File: src/rtl/ysyx_23060332_wbu.sv
// Write-back unit: drives the register file write port from EXU results
// and LSU load responses, with a retire pulse per instruction.
module ysyx_23060332_wbu #(
  parameter int TIMEOUT_CYCLES = 1024,
  parameter int CNT_W          = 11
) (
  input  logic        clk,
  input  logic        rst,
  input  logic        ex_valid,
  output logic        ex_ready,
  input  logic [4:0]  ex_rd,
  input  logic        ex_wen,
  input  logic [31:0] ex_result,
  input  logic        ex_is_load,
  input  logic [2:0]  ex_load_fn,
  input  logic [1:0]  ex_addr_lo,
  input  logic        mem_rvalid,
  input  logic [31:0] mem_rdata,
  output logic        mem_rready,
  output logic [4:0]  waddr,
  output logic [31:0] wdata,
  output logic        reg_wen,
  output logic        wb_done,
  output logic        err_misalign,
  output logic        err_timeout
);

  localparam logic S_IDLE = 1'b0;
  localparam logic S_WAIT = 1'b1;

  localparam logic [CNT_W-1:0] CNT_LAST = CNT_W'(TIMEOUT_CYCLES - 1);

  logic             r_state;
  logic [4:0]       r_rd;
  logic             r_wen;
  logic [2:0]       r_fn;
  logic [1:0]       r_lo;
  logic [CNT_W-1:0] r_cnt;

  logic             w_accept;
  logic             w_bad;
  logic             w_hit;
  logic [7:0]       w_byte;
  logic [15:0]      w_half;
  logic [31:0]      w_ldata;

  assign ex_ready   = (r_state == S_IDLE);
  assign mem_rready = (r_state == S_WAIT);
  assign w_accept   = ex_valid & ex_ready;
  assign w_hit      = (r_cnt == CNT_LAST);
  assign w_half     = r_lo[1] ? mem_rdata[31:16] : mem_rdata[15:0];

  // Byte lane selected by the low address bits.
  always_comb begin
    w_byte = mem_rdata[7:0];
    unique case (r_lo)
      2'd0: w_byte = mem_rdata[7:0];
      2'd1: w_byte = mem_rdata[15:8];
      2'd2: w_byte = mem_rdata[23:16];
      2'd3: w_byte = mem_rdata[31:24];
    endcase
  end

  // Flag loads that are misaligned or use an unsupported funct3.
  always_comb begin
    w_bad = 1'b1;
    case (r_fn)
      3'b000:  w_bad = 1'b0;
      3'b100:  w_bad = 1'b0;
      3'b001:  w_bad = r_lo[0];
      3'b101:  w_bad = r_lo[0];
      3'b010:  w_bad = (r_lo != 2'd0);
      default: w_bad = 1'b1;
    endcase
  end

  // Extract and extend the loaded value.
  always_comb begin
    w_ldata = 32'd0;
    case (r_fn)
      3'b000:  w_ldata = {{24{w_byte[7]}}, w_byte};
      3'b100:  w_ldata = {24'd0, w_byte};
      3'b001:  w_ldata = {{16{w_half[15]}}, w_half};
      3'b101:  w_ldata = {16'd0, w_half};
      3'b010:  w_ldata = mem_rdata;
      default: w_ldata = 32'd0;
    endcase
  end

  // Capture load context on acceptance; it is only read in WAIT.
  always_ff @(posedge clk or posedge rst) begin
    if (rst) begin
      r_rd  <= 5'd0;
      r_wen <= 1'b0;
      r_fn  <= 3'd0;
      r_lo  <= 2'd0;
    end else if (w_accept && ex_is_load) begin
      r_rd  <= ex_rd;
      r_wen <= ex_wen;
      r_fn  <= ex_load_fn;
      r_lo  <= ex_addr_lo;
    end
  end

  // State machine, timeout counter, write port and sticky errors.
  always_ff @(posedge clk or posedge rst) begin
    if (rst) begin
      r_state      <= S_IDLE;
      r_cnt        <= '0;
      waddr        <= 5'd0;
      wdata        <= 32'd0;
      reg_wen      <= 1'b0;
      wb_done      <= 1'b0;
      err_misalign <= 1'b0;
      err_timeout  <= 1'b0;
    end else begin
      reg_wen <= 1'b0;
      wb_done <= 1'b0;
      unique case (r_state)
        S_IDLE: begin
          if (w_accept) begin
            if (ex_is_load) begin
              r_cnt   <= '0;
              r_state <= S_WAIT;
            end else begin
              reg_wen <= ex_wen & (ex_rd != 5'd0);
              waddr   <= ex_rd;
              wdata   <= ex_result;
              wb_done <= 1'b1;
            end
          end
        end
        S_WAIT: begin
          if (mem_rvalid) begin
            r_state <= S_IDLE;
            wb_done <= 1'b1;
            waddr   <= r_rd;
            if (w_bad) begin
              err_misalign <= 1'b1;
            end else begin
              reg_wen <= r_wen & (r_rd != 5'd0);
              wdata   <= w_ldata;
            end
          end else if (w_hit) begin
            r_state     <= S_IDLE;
            wb_done     <= 1'b1;
            err_timeout <= 1'b1;
          end else begin
            r_cnt <= r_cnt + 1'b1;
          end
        end
      endcase
    end
  end

endmodule

File: config.mk
export PLATFORM = sky130hd
export DESIGN_NAME = ysyx_23060332_wbu
export DESIGN_NICKNAME = d
export VERILOG_FILES = /design/src/rtl/ysyx_23060332_wbu.sv
export SDC_FILE = /design/constraint.sdc
export NUM_CORES = 1
export LEC_CHECK = 0
export ABC_CLOCK_PERIOD_IN_PS = 4400
export CORE_MARGIN = 2
export CORE_UTILIZATION = 51
export CTS_CLUSTER_SIZE = 25
export DETAILED_ROUTE_END_ITERATION = 8
export PLACE_DENSITY = 0.92
export SETUP_SLACK_MARGIN = 0.05
export SYNTH_ARGS = -nofsm -noshare
export SYNTH_HDL_FRONTEND = slang
export SYNTH_SLANG_ARGS = --single-unit
File: constraint.sdc
create_clock -name clk -period 4.4 [get_ports clk]
set_clock_uncertainty 0.15 [all_clocks]
set_input_delay 0.44 -clock clk [delete_from_list [all_inputs] [get_ports clk]]
set_output_delay 0.44 -clock clk [all_outputs]
set_load 0.1 [all_outputs]
==> results of run 1 <==
==> cell families after synthesis <==
kind of cell	count (synthesis)
buffers and inverters	42
xor gates and xnor gates	2
adders and majority gates	1
and+or+nand+nor	179
AOI/OAI and AO/OA	118
DFF	64
muxes	22
==> flip-flops by register name, indices dropped and copies added, names as in the netlist <==
signal,count
err_misalign,1
err_timeout,1
mem_rready,1
r_cnt,11
r_fn,3
r_lo,2
r_rd,5
r_wen,1
reg_wen,1
waddr,5
wb_done,1
wdata,32
==> per-stage QoR <==
stage	util, %	instance area [µm²]	setup WS [ns]	hold slack, ns
6_report	72.9	5350	1.28	0.305
5_1_grt	72.9	5350	1.07	0.344
4_1_cts	72.9	5350	1.29	0.310
3_5_place_dp	70.0	5130	1.33	0.295
3_3_place_gp	70.0	5130	1.51	0.297
2_1_floorplan	-	3920	1.63	0.300
==> how the worst max path moves through the flow <==
stage                     startpoint         to  slack [ns]
after floorplan           mem_rready   wdata[1]        1.63
after global placement      ex_valid  wdata[13]        1.51
after detailed placement    ex_valid  wdata[16]        1.33
after CTS                    r_lo[1]  wdata[16]        1.29
after global routing         r_lo[1]  wdata[16]        1.07
final                        r_lo[1]  wdata[16]        1.28
==> area by class of cell <==
class / count / area [µm²]
flip-flops and latches: 64 / 1600
clock inverters: 2 / 35.0
fillers: 543 / 1980
repair buffers: 126 / 1250
inverters: 12 / 45.0
well taps: 99 / 124
multi-input cells: 322 / 2110
clock buffers: 14 / 183
==> per-layer routing <==
layer / vias up / routed length [µm] / part of all wire [%]
li1: 1765 / - / -
met1: 1802 / 4700 / 41
met2: 162 / 5560 / 48
met3: 22 / 995 / 8.7
met4: 0 / 236 / 2.1
met5: - / 0 / 0
==> power by group through the flow <==
stage | sequential, mW | combinational (mW) | clock [mW]
after floorplan | 1.68 | 0.482 | 0
after global placement | 0.872 | 1.67 | 0
after detailed placement | 0.879 | 1.70 | 0
after CTS | 0.870 | 1.71 | 0.555
after global routing | 0.896 | 1.78 | 0.582
final | 0.871 | 1.71 | 0.551
==> cell usage in the layout (no fill, tap or decap), types with 2 or more instances in the layout <==
master           instances
nor3_1                   4
o31ai_1                 19
o21ai_0                 11
clkdlybuf4s50_1        122
a31oi_2                 27
o2bb2ai_1                8
o211ai_1                 7
nor4_1                   2
nand3b_1                 4
nand2b_1                 2
nor3b_1                  8
or4_1                    5
clkbuf_8                13
nor2_1                  48
nand3_1                  2
a21oi_1                 16
inv_2                    2
dfrtp_1                 64
a21o_1                   3
nand2_1                 73
inv_1                   10
a31oi_1                  6
buf_4                    4
mux2i_1                 22
a22oi_1                  7
xnor2_1                  2
and2_1                  18
nor2b_1                  2
==> critical path: cells and delay by family (launching register included) <==
kind,cells,cell delay (ns)
flops,1,1.05
simple gates,1,0.93
compound gates,2,0.57
mux,1,0.32
==> metrics.md, run 1 <==
| Metric | Value |
|---|---|
| Total Neg Setup Slack | `0 ns` |
| FP Rows | `31` |
| Netlist cell types | `between 50 and 60` |
| Hold WC Path Type | `reg2reg` |
| R2r startpoint | `r_lo[1]` |
| Met1 usage | `between 30% and 40%` |
| Syn Inst Count | `around 430` |
| Crit. End Element | `flip-flop` |
| CP required | `4.51 ns` |
| Via Count | `3751` |
| Setup-failing EPs final | `0` |
| Xor-xnor portion of the synthesized cell area | `less than 1%` |
| Reg-to-reg endpoint | `wdata[16]` |
| CP Launch Type | `flip-flop` |
| Worst hold endpoint | `err_timeout` |
| #FFs+latches synth | `64` |
| Maxcap violations | `0` |
| Clock Latency Late Sink | `0.35 ns` |
| Slew @ Worst Pin | `1.16 ns` |
| Pin count of the biggest net entering global routing | `56` |
| Ranking of synthesized cells by area | `dfrtp_1 41%, a31oi_2 8.6%, nand2_1 7.0%` |
| Post-DRT Antenna Nets | `0` |
| Diodes inserted | `0` |
| Adder-cell share of the synthesized area | `0.319%` |
| Final period demand of the worst path | `3.12 ns` |
| GRT overflow | `0` |
| Crit-path cells | `mux2i_1, nor4_2, o31ai_1, a31oi_2` |
| Residual DRC count | `0` |
| Switching Fraction | `51.5%` |
| Int Pwr | `around 1.5 mW` |
| Layout cells sized above 1 | `about a tenth` |
| DP HPWL | `around 8.4 mm` |
| Vias per cell | `about 6` |
| Post-synth top area share | `between 40% and 50%` |
| First-pass GRT wire length | `18.7 mm` |
| Clock Path Buffers | `2` |
| Area of the mapped netlist | `around 0.0039 mm²` |
| CTS resizes | `0` |
| Final period util | `a little under three quarters` |
| Post-synth EDFFs | `0` |
| Worst hold start | `err_timeout` |
| Antenna violations before repair | `0` |
| Gp weighted congestion | `slightly above 0.9` |
| Clk slew on worst S/H paths | `~0.07 ns` |
| # hold bufs at CTS | `0` |
| TritonCTS Buffers | `9` |
| Die area | `about 0.0084 mm²` |
| Core area | `approximately 0.0073 mm²` |
| Sw Pwr | `between 1.5 and 2 mW` |
| Slew headroom | `approximately 22%` |
| Post-synthesis sequential area ratio | `40.9%` |
| Sequential share of power | `between 20% and 30%` |
| RSZ-0062 raised after global routing | `no` |
| Synth area leader | `dfrtp_1` |
| I/O pin cnt | `about 120` |
| Worst Path Arrival | `between 3 and 4 ns` |
| Outcome | `finished clean` |
| Power Density | `approximately 590 mW/mm²` |
| Cells on worst reg2reg path | `4` |
| Crit-path slowest cell | `dfrtp_1` |
| Mux share of post-synthesis cell area | `5.62%` |
| Routed wire per std cell | `around 18 µm` |
| Max Fclk | `320 MHz` |
| Clock share of power | `~18%` |
| Die width | `91.6 µm` |
| Finished Layout Cells | `639` |
| Met3 GRT Util | `8.05%` |
| Fin. Hold Viols | `0` |
| VDD IR max | `around 330 µV` |
| Most common cell in the netlist | `nand2_1` |
| Most common flop cell mapped by yosys | `dfrtp_1` |
| Clock root cell | `clkbuf_8` |
| TritonCTS clock tree | `built` |
| Port Buf Inserts | `~120` |
| GRT Total Usage | `roughly 28%` |
| Crit-path max cell delay | `approximately 1.1 ns` |
| Largest family of logic cells by synthesized area | `compound AO/OA/AOI/OAI gates` |
| Leakage | `2.18 nW` |
| Syn Nets | `between 500 and 600` |
| Post-Synth Simple-Gate Area | `approximately 22%` |
| Busiest grt layer | `met2` |
| Setup Crit Path Kind | `reg2reg` |
| Met2 Usage GRT | `46.5%` |
| R2R Setup Slk | `about 1.3 ns` |
| Placed cell count | `about 620` |
| Post-synth top cells | `73 x nand2_1, 64 x dfrtp_1, 48 x nor2_1` |
| Pwr Total | `approximately 3.1 mW` |
| Synth Area in Compound Gates | `approximately a quarter` |
| Chip Height | `between 90 and 100 µm` |
| Setup bufs post-CTS | `0` |
| H-tree Lvls | `3` |
| WL final | `11.5 mm` |
| Number of global-route vias before repair | `~3.7k` |
| Largest fanout on the critical path | `26` |
| Clock Sinks | `64` |
| Gate power share | `between 50% and 60%` |
| Synth warn | `0` |
| Iteration-0 DRC Markers | `279` |
| Initial Util | `between 50% and 60%` |
| Asr flop ratio synth | `between 90% and 100%` |
| WHS Path Cells | `1` |
| Nets | `616` |
| Synth Area per Inst | `9.15 µm²` |
| Fin. max-slew vios | `0` |
| Pre-Repair DR Iteration Count | `4` |
| Area Overhead vs Synth | `36.5%` |
(Power assumes the default switching activity.)
==> run 2: changes to the inputs <==
- ABC_CLOCK_PERIOD_IN_PS: 4400 -> 2800
- CORE_UTILIZATION: 51 -> 43
- PLACE_DENSITY: 0.92 -> 0.83
- clock period: 4.4 -> 2.8 ns (I/O delays scaled with it)
==> metrics.md, run 2 (same netlist as run 1, synthesis figures left out) <==
| Metric | Value |
|---|---|
| Final period demand of the worst path | `2.46 ns (was 3.12 ns)` |
| Number of global-route vias before repair | `3640 (was 3718)` |
| H-tree Lvls | `3 (unchanged)` |
| Reg with most FFs | `wdata (unchanged)` |
| Diodes inserted | `0 (unchanged)` |
| Final period util | `87.9% (was 71.0%)` |
| Commonest non-fill, non-tap cell in the layout | `clkdlybuf4s50_1 (unchanged)` |
| FP Rows | `34 (was 31)` |
| Outcome | `finished clean (unchanged)` |
| Hold WS | `0.311 ns (was 0.305 ns)` |
| Iteration-0 DRC Markers | `209 (was 279)` |
| Nets | `623 (was 616)` |
| # hold bufs at CTS | `0 (unchanged)` |
| Port Buf Inserts | `122 (unchanged)` |
| Total Neg Setup Slack | `0 ns (unchanged)` |
| CP required | `2.92 ns (was 4.51 ns)` |
| Setup Crit Path Kind | `reg2reg (unchanged)` |
| Maxcap violations | `0 (unchanged)` |
| I/O pin cnt | `123 (unchanged)` |
| Cell area after layout | `0.00531 mm² (was 0.00535 mm²)` |
| Area Overhead vs Synth | `35.4% (was 36.5%)` |
| Slack of the critical path | `0.338 ns (was 1.28 ns)` |
| # fillers | `754 (was 543)` |
| CP Launch Type | `flip-flop (unchanged)` |
| Max Fclk | `406 MHz (was 320 MHz)` |
| Clock Path Buffers | `2 (unchanged)` |
| Routed wire per std cell | `17.2 µm (was 18.0 µm)` |
| Die width | `99.5 µm (was 91.6 µm)` |
| Chip Height | `99.5 µm (was 91.6 µm)` |
| Vias per cell | `5.64 (was 5.87)` |
| Leakage | `2.23 nW (was 2.18 nW)` |
| Dpl ws | `0.172 ns (was 1.33 ns)` |
| Post-DRT Antenna Nets | `0 (unchanged)` |
| Pin count of the biggest net entering global routing | `65 (was 56)` |
| Antenna violations before repair | `0 (unchanged)` |
| Gp weighted congestion | `0.906 (was 0.930)` |
| Slew headroom | `15.9% (was 21.9%)` |
| Die area | `0.00989 mm² (was 0.00840 mm²)` |
| Fin. Hold Viols | `0 (unchanged)` |
| Post-DP Area | `0.00511 mm² (was 0.00513 mm²)` |
| GRT Total Usage | `23.0% (was 28.3%)` |
| Setup-failing EPs final | `0 (unchanged)` |
| Clock Latency Late Sink | `0.35 ns (about the same)` |
| Crit. End Element | `flip-flop (unchanged)` |
| TritonCTS clock tree | `built (unchanged)` |
| Largest fanout on the critical path | `19 (was 26)` |
| Clock root cell | `clkbuf_8 (unchanged)` |
| Slew @ Worst Pin | `1.25 ns (was 1.16 ns)` |
| Via Count | `3693 (was 3751)` |
| CTS resizes | `0 (unchanged)` |
| Fin. max-slew vios | `0 (unchanged)` |
| DP HPWL | `8.41 mm (about the same)` |
| Pre-Repair DR Iteration Count | `4 (unchanged)` |
| Total area of sequential cells | `0.00160 mm² (unchanged)` |
| Largest register FFs | `32 (unchanged)` |
| GRT overflow | `0 (unchanged)` |
| Residual DRC count | `0 (unchanged)` |
| TritonCTS Buffers | `9 (unchanged)` |
| Power Density | `905 mW/mm² (was 586 mW/mm²)` |
| Clock Sinks | `64 (unchanged)` |
| Clk slew on worst S/H paths | `0.08 ns (was 0.07 ns)` |
| Multi-input gate area | `0.00211 mm² (unchanged)` |
| VDD IR max | `605 µV (was 328 µV)` |
| Largest registers | `wdata x32, r_cnt x11 (unchanged)` |
| WL final | `11.3 mm (was 11.5 mm)` |
| Fin util | `60.5% (was 72.9%)` |
| RSZ-0062 raised after global routing | `no (unchanged)` |
| Setup bufs post-CTS | `0 (unchanged)` |
| First-pass GRT wire length | `18.0 mm (was 18.7 mm)` |
| Core area | `0.00876 mm² (was 0.00733 mm²)` |
| Most frequent cells in the layout | `79 x clkdlybuf4s50_1, 73 x nand2_1, 64 x dfrtp_1, 52 x buf_4, 48 x nor2_1 (was 122 x clkdlybuf4s50_1, 73 x nand2_1, 64 x dfrtp_1, 48 x nor2_1, 27 x a31oi_2)` |
| Layout cells sized above 1 | `19.7% (was 10.6%)` |
| Worst Path Arrival | `2.58 ns (was 3.23 ns)` |
| Hold WC Path Type | `reg2reg (unchanged)` |
| Initial Util | `44.7% (was 53.4%)` |
## run 2: metal layers
| layer | GRT usage [%] | part of all wire [%] | vias up | wire, µm |
|---|---|---|---|---|
| li1 | - | - | 1770 | - |
| met1 | 30.0 | 41 | 1749 | 4650 |
| met2 | 37.8 | 47 | 160 | 5330 |
| met3 | 6.68 | 9.9 | 14 | 1120 |
| met4 | 6.22 | 1.7 | 0 | 189 |
| met5 | 0 | 0 | - | 0 |
## run 2: cell type report
| cell class | count | share of cell area (%) |
|---|---|---|
| multi-input cells | 322 | 39.7 |
| flip-flops and latches | 64 | 30.2 |
| repair buffers | 133 | 23.0 |
| well taps | 108 | 2.55 |
| clock buffers | 9 | 2.33 |
| clock inverters | 7 | 1.34 |
| inverters | 12 | 0.849 |
## run 2: metrics by stage
step           power [mW]  instances
2_1_floorplan        3.39        428
3_3_place_gp         3.97        639
3_5_place_dp         4.02        639
4_1_cts              4.83        655
5_1_grt              5.02        655
6_report             4.80        655
## run 2: path summary, 6_finish.rpt
check	from	to	slack, ns	cells past startpoint
max in group asynchronous	rst	wdata[5]	1.62	3
min in group asynchronous	rst	r_cnt[6]	0.34	3
setup / recovery	r_fn[0]	wdata[31]	0.34	3
setup reg to reg	r_fn[0]	wdata[31]	0.34	3
hold / removal	err_timeout	err_timeout	0.31	1
hold reg to reg	err_timeout	err_timeout	0.31	1
## run 2: worst max-delay path, cell delays in order, from the launching register on
cell	delay (ns)
dfrtp_1	0.61
nor4_2	1.13
o31ai_1	0.26
a31oi_2	0.22
## run 2: report_power, final
group / internal, mW / switching [mW] / leakage [nW] / total, mW
Sequential: 1.15 / 0.178 / 0.765 / 1.33
Combinational: 0.687 / 1.99 / 1.38 / 2.67
Clock: 0.410 / 0.391 / 0.0916 / 0.801
==> run 3: changes to the inputs <==
- ABC_AREA: unset -> 1
- CORE_UTILIZATION: 43 -> 44
- PLACE_DENSITY: 0.83 -> 0.82
==> metrics.md, run 3 <==
| Metric | Value |
|---|---|
| Finished Layout Cells | `912 (was 655)` |
| GRT overflow | `0 (unchanged)` |
| Leakage | `2.97 nW (was 2.23 nW)` |
| Worst Path Arrival | `2.35 ns (was 2.58 ns)` |
| Setup Crit Path Kind | `reg2reg (unchanged)` |
| Synth Area per Inst | `6.69 µm² (was 9.15 µm²)` |
| Dpl ws | `0.626 ns (was 0.172 ns)` |
| Post-synth top cells | `264 x nand2_1, 79 x inv_1, 65 x nor2_1 (was 73 x nand2_1, 64 x dfrtp_1, 48 x nor2_1)` |
| Largest fanout on the critical path | `25 (was 19)` |
| Slew headroom | `45.1% (was 15.9%)` |
| First-pass GRT wire length | `20.2 mm (was 18.0 mm)` |
| Clock Latency Late Sink | `0.36 ns (was 0.35 ns)` |
| Post-synth EDFFs | `0 (unchanged)` |
| Clk slew on worst S/H paths | `0.08 ns (about the same)` |
| #FFs+latches synth | `64 (unchanged)` |
| Largest registers | `wdata x32, r_cnt x11 (unchanged)` |
| Area Overhead vs Synth | `30.7% (was 35.4%)` |
| TritonCTS Buffers | `9 (unchanged)` |
| Largest register FFs | `32 (unchanged)` |
| Maxcap violations | `0 (unchanged)` |
| Sw Pwr | `2.77 mW (was 2.56 mW)` |
| Crit. End Element | `flip-flop (unchanged)` |
| Reg with most FFs | `wdata (unchanged)` |
| Core area | `0.00977 mm² (was 0.00876 mm²)` |
| # fillers | `946 (was 754)` |
| Total Neg Setup Slack | `0 ns (unchanged)` |
| I/O pin cnt | `123 (unchanged)` |
| # hold bufs at CTS | `0 (unchanged)` |
| Number of global-route vias before repair | `4170 (was 3640)` |
| VDD IR max | `414 µV (was 605 µV)` |
| GRT Total Usage | `22.7% (was 23.0%)` |
| Pre-Repair DR Iteration Count | `5 (was 4)` |
| Initial Util | `45.5% (was 44.7%)` |
| Fin. max-slew vios | `0 (unchanged)` |
| Power Density | `898 mW/mm² (was 905 mW/mm²)` |
| Int Pwr | `2.45 mW (was 2.25 mW)` |
| Switching Fraction | `53.1% (was 53.2%)` |
| Fin. Hold Viols | `0 (unchanged)` |
| Setup-failing EPs final | `0 (unchanged)` |
| Chip Height | `105 µm (was 99.5 µm)` |
| CTS resizes | `0 (unchanged)` |
| Post-DRT Antenna Nets | `0 (unchanged)` |
| FP Rows | `36 (was 34)` |
| Syn Nets | `746 (was 509)` |
| RSZ-0062 raised after global routing | `no (unchanged)` |
| DP HPWL | `9.14 mm (was 8.41 mm)` |
| Area of the mapped netlist | `0.00445 mm² (was 0.00392 mm²)` |
| Setup bufs post-CTS | `0 (unchanged)` |
| Post-synthesis sequential area ratio | `36.0% (was 40.9%)` |
| WL final | `12.2 mm (was 11.3 mm)` |
| Vias per cell | `4.85 (was 5.64)` |
| Pin count of the biggest net entering global routing | `44 (was 65)` |
| Most common flop cell mapped by yosys | `dfrtp_1 (unchanged)` |
| Slew @ Worst Pin | `0.820 ns (was 1.25 ns)` |
| Commonest non-fill, non-tap cell in the layout | `nand2_1 (was clkdlybuf4s50_1)` |
| Netlist cell types | `40 (was 56)` |
| Port Buf Inserts | `122 (unchanged)` |
| Iteration-0 DRC Markers | `281 (was 209)` |
| Outcome | `finished clean (unchanged)` |
| Ranking of synthesized cells by area | `dfrtp_1 36%, nand2_1 22%, inv_1 6.7% (was dfrtp_1 41%, a31oi_2 8.6%, nand2_1 7.0%)` |
| Via Count | `4419 (was 3693)` |
| Routed wire per std cell | `13.3 µm (was 17.2 µm)` |
| Clock Path Buffers | `2 (unchanged)` |
| Die width | `105 µm (was 99.5 µm)` |
| Syn Inst Count | `665 (was 428)` |
| Max Fclk | `450 MHz (was 406 MHz)` |
| Post-synth top area share | `36.0% (was 40.9%)` |
| Hold WC Path Type | `in2async (was reg2reg)` |
| CP Launch Type | `flip-flop (unchanged)` |
| TritonCTS clock tree | `built (unchanged)` |
| Final period demand of the worst path | `2.22 ns (was 2.46 ns)` |
| Diodes inserted | `0 (unchanged)` |
| Gp weighted congestion | `0.916 (was 0.906)` |
| Nets | `855 (was 623)` |
| Asr flop ratio synth | `100% (unchanged)` |
| Most common cell in the netlist | `nand2_1 (unchanged)` |
| Synth warn | `0 (unchanged)` |
| Layout cells sized above 1 | `16.2% (was 19.7%)` |
| Sequential share of power | `25.7% (was 27.7%)` |
| CP required | `2.93 ns (was 2.92 ns)` |
| Clock root cell | `clkbuf_8 (unchanged)` |
| Gate power share | `55.0% (was 55.7%)` |
| Slack of the critical path | `0.579 ns (was 0.338 ns)` |
| Synth area leader | `dfrtp_1 (unchanged)` |
| Most frequent cells in the layout | `264 x nand2_1, 79 x clkdlybuf4s50_1, 78 x inv_1, 65 x nor2_1, 63 x dfrtp_1 (was 79 x clkdlybuf4s50_1, 73 x nand2_1, 64 x dfrtp_1, 52 x buf_4, 48 x nor2_1)` |
| Final period util | `79.3% (was 87.9%)` |
| Clock share of power | `19.2% (was 16.7%)` |
| Die area | `0.0109 mm² (was 0.00989 mm²)` |
| Placed cell count | `896 (was 639)` |
| Antenna violations before repair | `0 (unchanged)` |
| H-tree Lvls | `3 (unchanged)` |
| Clock Sinks | `64 (unchanged)` |
| Residual DRC count | `0 (unchanged)` |
## run 3: cell count changes in the layout (fill, tap and decap cells not counted), sizes merged, moves of 7 or more
cell / delta
mux2i: -22
nand2: +206
inv: +70
nor3b: -8
o31ai: -18
and2: -18
o21ai: +14
nand3: +16
nor2: +34
a21oi: +34
a31oi: -28
a22oi: -7
o211ai: -7
o2bb2ai: -8
## run 3: power groups by stage
stage | Combinational [mW] | Sequential (mW) | Clock, mW
finish | 2.87 | 1.34 | 1.00
global route | 3.04 | 1.37 | 1.05
CTS | 2.88 | 1.34 | 1.01
detailed placement | 2.87 | 1.36 | 0
global placement | 2.85 | 1.35 | 0
floorplan | 0.905 | 2.70 | 0
## run 3: metal layers
metal | GRT usage, % | share of wire (%)
met1 | 30.1 | 45
met2 | 37.1 | 47
met3 | 3.93 | 6.0
met4 | 8.59 | 2.4
met5 | 0 | 0
## run 3: layout make-up
class                           count  area (µm²)  share of cell area [%]
Clock inverter                      5         105                    1.81
Inverter                           83         319                    5.49
Timing Repair Buffer              131        1210                    20.8
Tap cell                          133         166                    2.86
Sequential cell                    64        1600                    27.6
Clock buffer                       11         141                    2.43
Multi-Input combinational cell    485        2270                    39.1
## run 3: critical path, cell delays in order (launching register included)
cell     delay (ns)
dfrtp_1        0.59
inv_2          0.18
nor2_8         0.19
nand2_1        0.08
nand3_2        0.13
nand2_4        0.19
nand2_4        0.21
buf_12         0.20
nor2_1         0.07
a21oi_1        0.13
## run 3: metrics by stage
step           hold WS [ns]  area [µm²]  total power, mW  util, %
2_1_floorplan         0.240        4450             3.61        -
3_3_place_gp          0.315        5560             4.20     56.9
3_5_place_dp          0.323        5560             4.23     56.9
4_1_cts               0.156        5810             5.24     59.4
5_1_grt               0.175        5810             5.47     59.4
6_report              0.142        5810             5.22     59.4
## run 3: logic make-up (layout without fill, tap and decap cells)
logic type	after synthesis	after routing	synth area share, %
and+or+nand+nor	389	389	37.6
adders and majority gates	1	1	0.281
DFF	64	64	36.0
buffers and inverters	116	230	12.9
AOI/OAI and AO/OA	92	92	12.6
xor gates and xnor gates	3	3	0.591
## run 3: worst paths after layout
path,from,slack [ns],to,cells past startpoint
setup reg to reg,r_fn[0],0.58,wdata[18],9
hold / removal,rst,0.14,r_cnt[7],2
setup / recovery,r_fn[0],0.58,wdata[18],9
max in group asynchronous,rst,1.64,mem_rready,3
hold reg to reg,err_timeout,0.33,err_timeout,1
min in group clk,ex_load_fn[2],0.32,r_fn[2],3
